==> src/rtl/lcd_pkg.sv <==
// Shared definitions for the streaming HD44780 writer: FSM encoding,
// LCD command opcodes, register-select values and DDRAM row bases.
package lcd_pkg;

    typedef enum logic [2:0] {
        ST_IDLE   = 3'd0,
        ST_SETUP  = 3'd1,
        ST_STROBE = 3'd2,
        ST_HOLD   = 3'd3,
        ST_SETTLE = 3'd4
    } lcd_state_e;

    localparam logic [7:0] CMD_CLEAR     = 8'h01;
    localparam logic [7:0] CMD_HOME      = 8'h02;
    localparam logic [7:0] CMD_SET_DDRAM = 8'h80;

    localparam logic [7:0] ROW_BASE0 = 8'h00;
    localparam logic [7:0] ROW_BASE1 = 8'h40;
    localparam logic [7:0] ROW_BASE2 = 8'h14;
    localparam logic [7:0] ROW_BASE3 = 8'h54;

    localparam logic RS_DATA = 1'b1;
    localparam logic RS_CMD  = 1'b0;

    function automatic logic [7:0] row_base(input logic [1:0] row);
        logic [7:0] base;
        case (row)
            2'd0:    base = ROW_BASE0;
            2'd1:    base = ROW_BASE1;
            2'd2:    base = ROW_BASE2;
            default: base = ROW_BASE3;
        endcase
        return base;
    endfunction

endpackage

==> src/rtl/lcd_cmd_fifo.sv <==
// Synchronous FIFO of {rs, data} entries with first-word fall-through read.
// Pushes while full and pops while empty are ignored.
module lcd_cmd_fifo #(
    parameter int DEPTH = 8,
    parameter int WIDTH = 9
) (
    input  logic             i_clk,
    input  logic             i_rst_n,
    input  logic             i_push,
    input  logic [WIDTH-1:0] i_din,
    input  logic             i_pop,
    output logic [WIDTH-1:0] o_dout,
    output logic             o_full,
    output logic             o_empty
);
    localparam int AW = $clog2(DEPTH);

    logic [AW:0]      r_wptr;
    logic [AW:0]      r_rptr;
    logic [WIDTH-1:0] r_mem [DEPTH];
    logic             w_do_push;
    logic             w_do_pop;

    // Extra pointer MSB distinguishes full from empty when the indices match.
    assign o_empty   = (r_wptr == r_rptr);
    assign o_full    = (r_wptr[AW] != r_rptr[AW]) && (r_wptr[AW-1:0] == r_rptr[AW-1:0]);
    assign w_do_push = i_push && !o_full;
    assign w_do_pop  = i_pop && !o_empty;
    assign o_dout    = r_mem[r_rptr[AW-1:0]];

    // Read/write pointers
    always_ff @(posedge i_clk) begin
        if (!i_rst_n) begin
            r_wptr <= '0;
            r_rptr <= '0;
        end else begin
            if (w_do_push) begin
                r_wptr <= r_wptr + 1'b1;
            end
            if (w_do_pop) begin
                r_rptr <= r_rptr + 1'b1;
            end
        end
    end

    // Storage array
    always_ff @(posedge i_clk) begin
        if (w_do_push) begin
            r_mem[r_wptr[AW-1:0]] <= i_din;
        end
    end

endmodule

==> src/rtl/lcd_stream_writer.sv <==
// Streams buffered data/command bytes onto HD44780 pins with programmable
// setup/enable/hold/settle timing, tracking the cursor and inserting wraps.
module lcd_stream_writer
    import lcd_pkg::*;
#(
    parameter int COLS          = 16,
    parameter int ROWS          = 2,
    parameter int FIFO_DEPTH    = 8,
    parameter int SETUP_CYC     = 1,
    parameter int E_HIGH_CYC    = 2,
    parameter int HOLD_CYC      = 1,
    parameter int WAIT_DATA_CYC = 2,
    parameter int WAIT_CMD_CYC  = 8,
    localparam int CW           = (COLS > 1) ? $clog2(COLS) : 1
) (
    input  logic          clk_1024,
    input  logic          reset_n,
    input  logic          in_valid,
    input  logic          in_rs,
    input  logic [7:0]    in_data,
    output logic          in_ready,
    output logic [7:0]    data_lcd,
    output logic          E_lcd,
    output logic          RW_lcd,
    output logic          RS_lcd,
    output logic          busy,
    output logic [CW-1:0] cur_col,
    output logic [1:0]    cur_row
);
    localparam logic [7:0]    L_SETUP  = 8'(SETUP_CYC - 1);
    localparam logic [7:0]    L_STROBE = 8'(E_HIGH_CYC - 1);
    localparam logic [7:0]    L_HOLD   = 8'(HOLD_CYC - 1);
    localparam logic [7:0]    L_WDATA  = 8'(WAIT_DATA_CYC - 1);
    localparam logic [7:0]    L_WCMD   = 8'(WAIT_CMD_CYC - 1);
    localparam logic [CW-1:0] LAST_COL = CW'(COLS - 1);
    localparam logic [1:0]    LAST_ROW = 2'(ROWS - 1);

    lcd_state_e    r_state;
    lcd_state_e    w_next_state;
    logic [7:0]    r_cnt;
    logic [7:0]    w_limit;
    logic          w_cnt_done;
    logic          w_load;
    logic          w_fifo_pop;
    logic          w_enter_settle;
    logic          w_fifo_full;
    logic          w_fifo_empty;
    logic [8:0]    w_fifo_dout;
    logic          r_cur_rs;
    logic [7:0]    r_cur_data;
    logic          r_is_wrap;
    logic          r_wrap_pending;
    logic [CW-1:0] r_col;
    logic [1:0]    r_row;
    logic          r_e;
    logic          r_rs;
    logic [7:0]    r_data;

    lcd_cmd_fifo #(.DEPTH(FIFO_DEPTH), .WIDTH(9)) u_fifo (
        .i_clk   (clk_1024),
        .i_rst_n (reset_n),
        .i_push  (in_valid),
        .i_din   ({in_rs, in_data}),
        .i_pop   (w_fifo_pop),
        .o_dout  (w_fifo_dout),
        .o_full  (w_fifo_full),
        .o_empty (w_fifo_empty)
    );

    assign in_ready = !w_fifo_full;
    assign busy     = !w_fifo_empty || (r_state != ST_IDLE) || r_wrap_pending;
    assign E_lcd    = r_e;
    assign RS_lcd   = r_rs;
    assign data_lcd = r_data;
    assign RW_lcd   = 1'b0;
    assign cur_col  = r_col;
    assign cur_row  = r_row;

    // State register and per-state cycle counter
    always_ff @(posedge clk_1024) begin
        if (!reset_n) begin
            r_state <= ST_IDLE;
            r_cnt   <= 8'd0;
        end else begin
            r_state <= w_next_state;
            r_cnt   <= (w_next_state != r_state) ? 8'd0 : r_cnt + 8'd1;
        end
    end

    // Next-state logic
    always_comb begin
        w_next_state = r_state;
        case (r_state)
            ST_IDLE: begin
                if (r_wrap_pending || !w_fifo_empty) begin
                    w_next_state = ST_SETUP;
                end else begin
                    w_next_state = ST_IDLE;
                end
            end
            ST_SETUP:  w_next_state = w_cnt_done ? ST_STROBE : ST_SETUP;
            ST_STROBE: w_next_state = w_cnt_done ? ST_HOLD   : ST_STROBE;
            ST_HOLD:   w_next_state = w_cnt_done ? ST_SETTLE : ST_HOLD;
            ST_SETTLE: w_next_state = w_cnt_done ? ST_IDLE   : ST_SETTLE;
            default:   w_next_state = ST_IDLE;
        endcase
    end

    // Control decodes: phase length, write load, FIFO pop, cursor update
    always_comb begin
        w_limit = 8'd0;
        case (r_state)
            ST_SETUP:  w_limit = L_SETUP;
            ST_STROBE: w_limit = L_STROBE;
            ST_HOLD:   w_limit = L_HOLD;
            ST_SETTLE: w_limit = r_cur_rs ? L_WDATA : L_WCMD;
            default:   w_limit = 8'd0;
        endcase
        w_cnt_done     = (r_cnt == w_limit);
        w_load         = (r_state == ST_IDLE) && (r_wrap_pending || !w_fifo_empty);
        w_fifo_pop     = w_load && !r_wrap_pending;
        w_enter_settle = (r_state == ST_HOLD) && w_cnt_done;
    end

    // Write latch and pin registers; pins trail the latch by one cycle so E
    // rises after the full setup time
    always_ff @(posedge clk_1024) begin
        if (!reset_n) begin
            r_cur_rs   <= RS_DATA;
            r_cur_data <= 8'h00;
            r_is_wrap  <= 1'b0;
            r_e        <= 1'b0;
            r_rs       <= RS_DATA;
            r_data     <= 8'h00;
        end else begin
            if (w_load) begin
                if (r_wrap_pending) begin
                    r_cur_rs   <= RS_CMD;
                    r_cur_data <= CMD_SET_DDRAM | row_base(r_row);
                    r_is_wrap  <= 1'b1;
                end else begin
                    r_cur_rs   <= w_fifo_dout[8];
                    r_cur_data <= w_fifo_dout[7:0];
                    r_is_wrap  <= 1'b0;
                end
            end
            r_e    <= (r_state == ST_STROBE);
            r_rs   <= r_cur_rs;
            r_data <= r_cur_data;
        end
    end

    // Cursor tracking, updated as each write enters its settle phase
    always_ff @(posedge clk_1024) begin
        if (!reset_n) begin
            r_col          <= '0;
            r_row          <= 2'd0;
            r_wrap_pending <= 1'b0;
        end else if (w_enter_settle) begin
            if (r_is_wrap) begin
                r_wrap_pending <= 1'b0;
            end else if (r_cur_rs == RS_DATA) begin
                if (r_col == LAST_COL) begin
                    r_col          <= '0;
                    r_row          <= (r_row == LAST_ROW) ? 2'd0 : r_row + 2'd1;
                    r_wrap_pending <= 1'b1;
                end else begin
                    r_col <= r_col + 1'b1;
                end
            end else if ((r_cur_data == CMD_CLEAR) || (r_cur_data == CMD_HOME)) begin
                r_col          <= '0;
                r_row          <= 2'd0;
                r_wrap_pending <= 1'b0;
            end
        end
    end

endmodule

==> config.mk <==
export PLATFORM = sky130hd
export DESIGN_NAME = lcd_stream_writer
export DESIGN_NICKNAME = d
export VERILOG_FILES = /design/src/rtl/lcd_pkg.sv /design/src/rtl/lcd_cmd_fifo.sv /design/src/rtl/lcd_stream_writer.sv
export SDC_FILE = /design/constraint.sdc
export NUM_CORES = 1
export LEC_CHECK = 0
export BUFFER_PORTS_ARGS = -buffer_cell sky130_fd_sc_hd__buf_2
export CORE_ASPECT_RATIO = 0.75
export CORE_MARGIN = 5
export CORE_UTILIZATION = 57
export CTS_CLUSTER_SIZE = 8
export DETAILED_ROUTE_END_ITERATION = 10
export GPL_TIMING_DRIVEN = 0
export PLACE_DENSITY = 0.76
export SKIP_CTS_REPAIR_TIMING = 1
export SLEW_MARGIN = 15
export SYNTH_ARGS = -nofsm -noshare
export SYNTH_HDL_FRONTEND = slang
export SYNTH_SLANG_ARGS = --single-unit
==> constraint.sdc <==
create_clock -name clk_1024 -period 4 [get_ports clk_1024]
set_clock_uncertainty 0.1 [all_clocks]
set_input_delay 0.4 -clock clk_1024 [delete_from_list [all_inputs] [get_ports clk_1024]]
set_output_delay 0.4 -clock clk_1024 [all_outputs]
set_load 0.005 [all_outputs]
**Word level (Yosys, flattened, before mapping)**

Memory sizes are Yosys's and may differ from the RTL's. A register that Yosys moved wholly into a read port is not among the register bits.
Cells that the tools add are included.
W data, S select, Z words.

- Register bits: 46
- Bits in latches: 0
- Memory bits (writable): 72
- Memory bits (read-only): 0
- Output and inout bits: 19
- Logic and storage cells: 86
- Memories: 1

- $add $sub $neg: 5
- Multipliers: 0
- Div/mod/pow operators: 0
- $lt $le $gt $ge: 0
- Equality and inequality tests: 16
- Shifts and indexed selects: 0
- Multiplexer cells: 27
- Bitwise operators: 2
- Reduce and logical (&&, ||, !) cells: 22

Memory list:

| memory | words | bits a word | read ports | clocked after memory_dff | write ports | RTL line | RTL |
|---|---|---|---|---|---|---|---|
| u_fifo.r_mem | 8 | 9 | 1 | 1 | 1 | lcd_cmd_fifo.sv:20 | `logic [WIDTH-1:0] r_mem [DEPTH];` |

Operators by type and width:

| kind | count |
|---|---|
| $pmux W7 S3 | 1 |
| $mux W3 | 5 |
| $pmux W3 S5 | 1 |
| $add A4 B1 Y4 const B | 3 |
| $mux W4 | 3 |
| $mux W1 | 10 |
| $mux W2 | 5 |
| $add A8 B1 Y8 const B | 1 |
| $eq A8 B1 Y1 const B | 1 |
| $eq A8 B2 Y1 const B | 1 |
| $eq A8 B8 Y1 | 1 |
| $mux W8 | 1 |
| $eq A3 B2 Y1 const B | 2 |
| $logic_and A1 B1 Y1 | 6 |
| $pmux W3 S2 | 1 |
| $reduce_and A3 Y1 | 2 |
| $reduce_bool A3 Y1 | 2 |
| $eq A4 B4 Y1 | 1 |
| $eq A4 B4 Y1 const B | 1 |
| $logic_or A1 B1 Y1 | 4 |
| $reduce_and A4 Y1 | 1 |
| $eq A3 B1 Y1 const B | 1 |
| $eq A3 B3 Y1 | 1 |
| $eq A3 B3 Y1 const B | 1 |
| 13 further kinds | 16 |

**Depth between registers and ports, before layout**

- Depth after elaboration: 8
- Depth in mapped cells: 7

**Hierarchy**

From an unflattened synthesis, not the netlist that was laid out.

- Cells, all modules: 383
- Area total of the unflattened synthesis: 5225.0 um2

By module, submodules not included:

| module | instances | cells an instance | area each (um2) | seq. area each (um2) |
|---|---|---|---|---|
| lcd_cmd_fifo | 1 | 187 | 3547.2 | 2382.3 |
| lcd_stream_writer | 1 | 196 | 1677.9 | 760.7 |

**Worst setup path before layout**

No wires, ideal clock.

- Path kind: reg2reg
- Start point: reg u_fifo.r_wptr[0]
- End point: mem u_fifo.r_mem[0][0] (enable)
- Library setup time: 0.387 ns
- Data arrival time: 1.948 ns
- Path slack: 1.565 ns
- Cell stages (with the launch flop): 6
- Path buffers: 1
- Clock period less this slack: 2.435 ns
- Cells stage by stage: dfxtp_1 -> buf_2 -> xnor2_1 -> a41oi_1 -> nand2b_1 -> nor3_1

- Word-level cells in the longest chain between the ends: 6

Ends and longest elaborated chain:

| element | RTL line | RTL |
|---|---|---|
| start, declared | lcd_cmd_fifo.sv:18 | `logic [AW:0] r_wptr;` |
| start signal, assigned | lcd_cmd_fifo.sv:38 | `r_wptr <= r_wptr + 1'b1;` |
| $eq A3 B3 Y1 | lcd_cmd_fifo.sv:26 | `assign o_full = (r_wptr[AW] != r_rptr[AW]) && (r_wptr[AW-1:0] == r_rptr[AW-1:0]);` |
| $logic_and A1 B1 Y1 | lcd_cmd_fifo.sv:26 |  |
| $logic_not A1 Y1 | lcd_cmd_fifo.sv:27 | `assign w_do_push = i_push && !o_full;` |
| $logic_and A1 B1 Y1 | lcd_cmd_fifo.sv:27 |  |
| $mux W1 | lcd_cmd_fifo.sv:48 | `if (w_do_push) begin` |
| $mux W1 (implied by the code) | lcd_cmd_fifo.sv:49 | `r_mem[r_wptr[AW-1:0]] <= i_din;` |
| end, declared | lcd_cmd_fifo.sv:20 |  |

Parallel ways exist; a longest one is shown, timed or not.

**Worst setup path in the final report**

- Start point: reg u_fifo.r_wptr[0]
- End point: mem u_fifo.r_mem[6][5] (enable)

The elaborated chain is that of the path after synthesis.

==> reports/results.tsv <==
metric	value	unit
synth_edf_count	72	
cts_tree	built	
portBuffers	29	
synth_xor_area_frac	0.03553	
setup_viol	0	
endpoint_kind	flip-flop	
synthAdderAreaFrac	0.01015	
ys_types	55	
crit_family	simple AND/OR/NAND/NOR gates	
synth-compound-area-share	0.06599	
drive_gt1_frac	0.2647	
htree_num_levels	4	
hold_viol_final	0	
initial_utilization	0.5831	
clockRootBuffer	clkbuf_16	
dp.final_hpwl	6.347	mm
critPathBufInv	1	
antenna_cells	0	
fmax	0.3596	GHz
clkTransAtPathRegs	60	ps
grt_pass1_vias	3072	
crit_arrival	2700	ps
cts_buffer_depth	2	
rsz0062_at_grt	false	
fin_crit	2781	ps
worstReg2RegStart	u_fifo.r_wptr[0]$_SDFFE_PN0P_	
syn_area	4930	um^2
min_path_type	input port to flip-flop	
worstHoldStart	in_rs	
synth_mux_area_frac	0.1119	
slew_headroom	0.2742	
min_period_over_period	0.6952	
coreArea	8454	um^2
ir_drop	0.3059	mV
critPathMaxFanout	9	
regToRegEndpoint	u_fifo.r_mem[6][5]$_DFFE_PP_	
critical_path.max_stage_delay	860	ps
gr-total-overflow	0	
fillers	579	
grt_antenna_before_repair	0	
die_area	10630	um^2
avgSynthCellArea	14.29	um^2
cts_made_buffers	17	
postRouteAntennaNets	0	
detail_route.wl_per_cell	19.48	um
yosys.area.top_type	edfxtp_1	
ys.flop_type	edfxtp_1	
place_congestion	0.8410	
status	finished clean	
synth_top_family_by_area	simple AND/OR/NAND/NOR gates	
fp-row-count	29	
timing.hold.ws	163.0	ps
drv_cap	0	
critPathSlowestCell	nor2_1	
ys_ff_latch	121	
drt_first_pass_iters	5	
synth_simple_gate_area_frac	0.1190	
vias	3014	
syn_to_final_growth	18.91	%
r2r_slack	1220	ps
path_cells	buf_2 > xnor2_1 > a41oi_1 > nand2_1 > nor2_1	
synth.top_cell.area_share	0.4386	
pin_count	31	
drt_iter0_drc	274	
cts.sinks	121	
clk-insertion-delay-late	400	ps
grt_max_degree	17	
critPathRequiredTime	3920	ps
r2r_cells	5	
grt_first_pass_wirelength	16.52	mm
wl	10.05	mm
drv_slew	0	
yosysMostFrequentCell	edfxtp_1	
power.leakage	2.111	nW
drcViolationCount	0	
synthArstFlopShare	0	
critPathKind	flip-flop to flip-flop	
seq_area_frac_synth	0.6376	
ys_warn_count	0	
postSynthCellCount	345	
crit_path_start_kind	flip-flop	
grtUsageTotal	0.1989	
worstMarginPinSlew	1085	ps
synth_area_leaders	edfxtp_1 44%, dfxtp_1 20%, mux4_2 8.2%	
synthesis.nets	361	
vias_per_cell	5.841	
min_path_cells	1	
fp.dieW	117.4	um
hold_end	u_fifo.r_mem[5][8]$_DFFE_PP_	
power_density	665.0	nW/um^2
die_h	90.54	um
setup_tns	0	ps
synth_common_cells	72 x edfxtp_1, 49 x dfxtp_1, 24 x nand2_1, 18 x mux4_2	
layout.nets	411	
-- power by group --
part	leakage, nW	internal, mW	total (mW)	switching, mW
Sequential	1.05	1.43	1.52	0.0833
Clock	0.319	1.03	1.57	0.536
Combinational	0.740	0.347	0.811	0.464
-- area by class of cell --
type                    instances  area, um^2  area share
clock buffers                  24       554.3     0.09456
well taps                     108       135.1     0.02305
repair buffers                 31       160.2     0.02732
multi-input cells             202        1703      0.2905
clock inverters                 8       72.57     0.01238
plain buffers                  17       75.07     0.01281
flip-flops and latches        121        3143      0.5362
inverters                       5       18.77    0.003202
-- metrics by stage --
| stage | setup WS, ps | util | cells | total power, mW | cell area [um^2] |
|---|---|---|---|---|---|
| after floorplan | 1565 | - | 345 | 2.112 | 4930 |
| after global placement | 877.7 | 0.6163 | 482 | 2.304 | 5210 |
| after detailed placement | 1177 | 0.6192 | 484 | 2.324 | 5235 |
| after CTS | 1171 | 0.6934 | 516 | 3.908 | 5862 |
| after global routing | 967.6 | 0.6934 | 516 | 4.080 | 5862 |
| final | 1219 | 0.6934 | 516 | 3.898 | 5862 |
-- registers in the layout, summed over array words and instances, names as in the netlist, named ones only --
signal,count
u_fifo.r_mem,72
RS_lcd,1
r_state,3
data_lcd,8
E_lcd,1
cur_row,2
r_is_wrap,1
r_cur_data,8
r_cnt,8
cur_col,4
u_fifo.r_wptr,4
r_wrap_pending,1
r_cur_rs,1
u_fifo.r_rptr,4
-- cell usage in the layout, fill, tap and decap left out, types with 7 or more instances in the layout --
cell type / count
and2_1: 14
buf_2: 35
clkbuf_1: 10
clkbuf_16: 21
dfxtp_1: 49
edfxtp_1: 72
mux2i_1: 9
mux4_2: 18
nand2_1: 24
nand3_1: 8
nor2_1: 10
nor2b_1: 8
nor3_1: 9
o21ai_0: 7
xnor2_1: 14
-- worst max-delay path by stage --
stage / depth (start not counted) / slack [ps] / from / end
2_1_floorplan: 5 / 1570 / u_fifo.r_wptr[0]$_SDFFE_PN0P_ / u_fifo.r_mem[0][0]$_DFFE_PP_
3_3_place_gp: 5 / 880 / u_fifo.r_wptr[0]$_SDFFE_PN0P_ / u_fifo.r_mem[0][1]$_DFFE_PP_
3_5_place_dp: 5 / 1180 / u_fifo.r_wptr[0]$_SDFFE_PN0P_ / u_fifo.r_mem[6][1]$_DFFE_PP_
4_1_cts: 5 / 1170 / u_fifo.r_wptr[0]$_SDFFE_PN0P_ / u_fifo.r_mem[6][5]$_DFFE_PP_
5_1_grt: 5 / 970 / u_fifo.r_wptr[0]$_SDFFE_PN0P_ / u_fifo.r_mem[6][5]$_DFFE_PP_
6_report: 5 / 1220 / u_fifo.r_wptr[0]$_SDFFE_PN0P_ / u_fifo.r_mem[6][5]$_DFFE_PP_
-- cells by family after synthesis --
group / count (synthesis)
AOI/OAI and AO/OA: 39
xor gates and xnor gates: 20
buffers and inverters: 22
adders and majority gates: 4
muxes: 32
DFF: 121
and+or+nand+nor: 106
other: 1
-- metal layers --
metal	track usage	up-vias	share of wire
li1	-	1409	-
met1	0.2855	1488	0.46
met2	0.2976	103	0.47
met3	0.05385	14	0.058
met4	0.05990	0	0.012
met5	0	-	0
-- worst reg2reg max path, delay by kind of cell (launching register included) --
family | cells | cell delay (ps)
flops | 1 | 320
buf+inv | 1 | 210
compound gates | 1 | 530
xor+xnor | 1 | 160
simple gates | 2 | 1070
Power figures use the tool's default switching activity.
